$ cat src/rtl/uart_tx_frame_ctrl.sv
// uart_tx_frame_ctrl: UART framing FSM, serializer and output mux, one bit per CLK
module uart_tx_frame_ctrl #(
  parameter int DATA_WIDTH = 8
) (
  input  logic                  CLK,
  input  logic                  RST,
  input  logic [DATA_WIDTH-1:0] P_DATA,
  input  logic                  Data_Valid,
  input  logic                  PAR_EN,
  input  logic                  Par_Bit,
  output logic                  TX_OUT,
  output logic                  BUSY
);
  localparam int CW = DATA_WIDTH > 1 ? $clog2(DATA_WIDTH) : 1;
  typedef enum logic [2:0] {IDLE, START, DATA, PARITY, STOP} state_t;
  state_t state, state_n;
  logic [DATA_WIDTH-1:0] shift, shift_n;
  logic [CW-1:0] cnt, cnt_n;
  logic par_en_q, par_en_n, tx_n, busy_n, last;
  assign last = cnt == CW'(DATA_WIDTH - 1);
  always_ff @(posedge CLK) begin
    if (RST) begin
      state    <= IDLE;
      TX_OUT   <= 1'b1;
      BUSY     <= 1'b0;
      cnt      <= '0;
      shift    <= '0;
      par_en_q <= 1'b0;
    end else begin
      state    <= state_n;
      TX_OUT   <= tx_n;
      BUSY     <= busy_n;
      cnt      <= cnt_n;
      shift    <= shift_n;
      par_en_q <= par_en_n;
    end
  end
  // state names the bit currently on the line; each edge loads the following one
  always_comb begin
    state_n  = state;
    shift_n  = shift;
    cnt_n    = cnt;
    par_en_n = par_en_q;
    tx_n     = TX_OUT;
    busy_n   = BUSY;
    case (state)
      IDLE: begin
        tx_n   = 1'b1;
        busy_n = Data_Valid;
        if (Data_Valid) begin
          state_n  = START;
          shift_n  = P_DATA;
          par_en_n = PAR_EN;
          tx_n     = 1'b0;
        end
      end
      START: begin
        state_n = DATA;
        tx_n    = shift[0];
        cnt_n   = '0;
      end
      DATA: begin
        if (last) begin
          state_n = par_en_q ? PARITY : STOP;
          tx_n    = par_en_q ? Par_Bit : 1'b1;
        end else begin
          shift_n = shift >> 1;
          tx_n    = shift_n[0];
          cnt_n   = cnt + CW'(1);
        end
      end
      PARITY: begin
        state_n = STOP;
        tx_n    = 1'b1;
      end
      STOP: begin
        state_n = IDLE;
        tx_n    = 1'b1;
        busy_n  = 1'b0;
      end
      default: begin
        state_n = IDLE;
        tx_n    = 1'b1;
        busy_n  = 1'b0;
      end
    endcase
  end
endmodule

$ cat config.mk
export PLATFORM = sky130hd
export DESIGN_NAME = uart_tx_frame_ctrl
export DESIGN_NICKNAME = d
export VERILOG_FILES = /design/src/rtl/uart_tx_frame_ctrl.sv
export SDC_FILE = /design/constraint.sdc
export NUM_CORES = 1
export LEC_CHECK = 0
export CORE_MARGIN = 2
export CORE_UTILIZATION = 44
export DETAILED_ROUTE_END_ITERATION = 16
export GPL_TIMING_DRIVEN = 0
export PLACE_DENSITY = 0.72
export REMOVE_ABC_BUFFERS = 1
export SLEW_MARGIN = 40
export SYNTH_ARGS = -nofsm -noshare
export SYNTH_HDL_FRONTEND = slang
export SYNTH_SLANG_ARGS = --single-unit
$ cat constraint.sdc
create_clock -name CLK -period 1.6 [get_ports CLK]
set_input_delay 0.4 -clock CLK [delete_from_list [all_inputs] [get_ports CLK]]
set_output_delay 0.4 -clock CLK [all_outputs]
set_load 0.03 [all_outputs]
==> summary.md <==
| Metric | Value |
|---|---|
| Die Ht | `46.83 um` |
| Dpl hpwl | `1186 um` |
| Endpoints failing setup | `0` |
| Vias in the first global route | `653` |
| Share of flip-flops with an asynchronous set or reset | `0%` |
| Sequential area share after synthesis | `42.17%` |
| Ys Warns | `0` |
| Post-layout nets | `117` |
| Slew Limit Fails | `0` |
| CTS Hold Bufs | `0` |
| Chip width | `46.83 um` |
| CP max FO | `8` |
| Global Route Usage Sum | `17.34%` |
| Layout Cell Area excl Fill | `0.001010 mm^2` |
| Core Footprint | `0.001727 mm^2` |
| Max Cap Violations | `0` |
| EDFF count, synth | `0` |
| Initial antenna violation count | `0` |
| PortBufs | `14` |
| Cell variety after synth | `30` |
| Simple-gate share of the synthesized area | `15.19%` |
| Unrepaired setup endpoints after global routing | `no` |
| Slew HR | `68.80%` |
| Hold WC Path Type | `reg -> reg` |
| Mapped Cells | `87` |
| Clock latency on the worst-skew pair | `0.28 ns` |
| Clock slew at reported path FFs | `0.09 ns` |
| Detailed Route WL | `1623 um` |
| Critical path arrival | `1.69 ns` |
| Post-DRT Antenna Nets | `0` |
| Remaining DRCs | `0` |
| Status | `completed` |
| Largest net degree at the start of global routing | `20` |
| Pleak | `0.3775 nW` |
| Mux cell area share after synthesis | `3.101%` |
| Compound-Gate Fraction of Synth Area | `28.99%` |
| Worst Skew | `0.002513 ns` |
| Post-synthesis xor/xnor area fraction | `0%` |
| Clk root buf | `clkbuf_4` |
| Slew @ Worst Pin | `0.4680 ns` |
| Pre-CTS setup slack | `-0.3570 ns` |
| GP Congestion | `0.8676` |
| Initial Utilization | `46.74%` |
| DR vias/cell | `5.468` |
| 1st-iter DRT viols | `8` |
| Final WS setup | `0.08180 ns` |
| Main combinational cell family by area after synthesis | `compound AO/OA/AOI/OAI gates` |
| CTS sink count | `17` |
| Row count | `15` |
| Total I/O pin count | `15` |
| Maximum clock frequency | `658.7 MHz` |
| Min Tclk post-route | `1.518 ns` |
| Layout cells sized above 1 | `14.85%` |
| GRT Residual Overflow | `0` |
| Final hold vios | `0` |
| Synth Area in Adders | `3.101%` |
| Top_reg_cell synth | `dfxtp_1` |
| Routed len/inst | `12.88 um` |
| DIE AREA | `0.002193 mm^2` |
| Power per Cell Area | `1005 mW/mm^2` |
| Maximum vdd drop | `0.5305 mV` |
| H-tree Lvls | `1` |
| Max clock buf depth | `2` |
| CTS buffer count | `3` |
| Mapped cell area | `807.0 um^2` |
| Drt pass-1 iters | `4` |
| Tcrit/Tclk final | `94.89%` |
| Vias | `689` |
| Crit Path Class | `reg -> reg` |
| Area growth from synthesis to layout | `25.12%` |
| Mean area per synthesized cell | `9.276 um^2` |
| Req. time, crit path | `1.77 ns` |
| First-pass GRT wire length | `2663 um` |
| Yosys reg bits | `17` |
| Critical Path End Type | `flip-flop` |
| Placed inst area | `959.7 um^2` |
| Critical Path Start Type | `flip-flop` |
| Ant. Diodes | `0` |
| TritonCTS clock tree | `built` |
[critical path, stage by stage (launching register included)]
cell      delay [ns]
dfxtp_2         0.34
ha_2            0.19
ha_4            0.19
nand2b_4        0.15
o221a_1         0.28
mux2_4          0.26
[per-stage QoR]
stage                     power (mW)  utilization, %  hold WS, ns  TNS, ns  cells
final                          1.014           58.48       0.4732        0    126
after global routing           1.076           58.48       0.4880        0    126
after CTS                      1.021           57.83       0.4788        0    126
after detailed placement      0.8080           55.58       0.4649   -2.958    122
after global placement        0.8023           55.58       0.4564   -2.621    122
after floorplan               0.7153               -       0.4335        0     83
[kinds of logic (layout without fill, tap and decap cells)]
logic type	count (synthesis)	count (layout)
adder cells (fa/ha/maj)	2	2
multiplexers	2	2
AND/OR/NAND/NOR	23	23
buffers and inverters	15	29
AO/OA/AOI/OAI	28	28
flip-flops	17	17
[metal layers]
layer | GRT usage (%) | part of all wire [%]
met1 | 19.81 | 44
met2 | 29.86 | 50
met3 | 6.923 | 4.7
met4 | 5.000 | 0.86
met5 | 0 | 0
[flip-flops by register name (all words and copies together) (netlist names)]
signal / flops
BUSY: 1
TX_OUT: 1
cnt: 3
par_en_q: 1
shift: 8
state: 3
[cells in the final DEF, fill, tap and decap left out]
cell type	netlist	final
mux2_4	1	1
dfxtp_2	0	2
a31o_2	1	1
o221a_1	1	1
nor2_1	8	8
clkbuf_4	0	3
o211ai_1	3	3
o2bb2ai_1	4	4
o22ai_1	1	1
a2111oi_2	1	1
inv_1	11	11
and3_1	3	3
dlygate4sd2_1	0	3
nor3_1	2	2
ha_2	0	1
a21boi_0	1	1
nand2b_1	3	2
a32o_1	2	2
mux2i_1	1	1
ha_4	0	1
a221oi_1	7	7
a21oi_1	1	1
nand2_1	1	1
o21ai_0	3	3
and4_1	1	1
nor2_2	1	1
dfxtp_1	17	15
clkbuf_1	1	1
nand3_1	1	1
clkdlybuf4s50_1	0	11
o21ai_2	1	1
nand2b_4	0	1
or2_4	1	1
nor2b_2	0	1
a22o_1	2	2
nor2b_1	2	1
[where the power goes]
part / internal, mW / switching [mW]
Combinational: 0.134 / 0.133
Clock: 0.0968 / 0.119
Sequential: 0.481 / 0.0500
Total: 0.713 / 0.302
[cell usage after synthesis, types with 2 or more instances]
master | number | area [um^2]
dfxtp_1 | 17 | 340.3
inv_1 | 11 | 41.29
nor2_1 | 8 | 30.03
a221oi_1 | 7 | 61.31
o2bb2ai_1 | 4 | 35.03
and3_1 | 3 | 18.77
buf_2 | 3 | 15.01
nand2b_1 | 3 | 18.77
o211ai_1 | 3 | 22.52
o21ai_0 | 3 | 15.01
a22o_1 | 2 | 17.52
a32o_1 | 2 | 20.02
ha_1 | 2 | 25.02
nor2b_1 | 2 | 12.51
nor3_1 | 2 | 10.01
[worst paths after layout]
check                             start                     to  slack (ns)  cells after the start
setup reg to reg    cnt[0]$_SDFFE_PP0P_    cnt[0]$_SDFFE_PP0P_        0.08                      5
hold / removal    shift[2]$_SDFFE_PP0P_  shift[2]$_SDFFE_PP0P_        0.47                      2
hold reg to reg   shift[2]$_SDFFE_PP0P_  shift[2]$_SDFFE_PP0P_        0.47                      2
setup / recovery    cnt[0]$_SDFFE_PP0P_    cnt[0]$_SDFFE_PP0P_        0.08                      5
[repair_timing]
| action | 4_1_cts | 5_1_grt |
|---|---|---|
| setup endpoints to repair | 9 | 5 |
| buffers inserted | 0 | 0 |
| pin swaps | 1 | 1 |
| hold endpoints to repair | 0 | 0 |
| gates resized for setup | 7 | 3 |
[cell type report]
class | count | area, um^2
repair buffers | 14 | 136.4
flip-flops and latches | 17 | 342.8
fillers | 166 | 716.9
clock buffers | 4 | 26.28
well taps | 25 | 31.28
inverters | 11 | 41.29
multi-input cells | 55 | 431.7
Note: power is estimated with default switching activity, not from simulation.
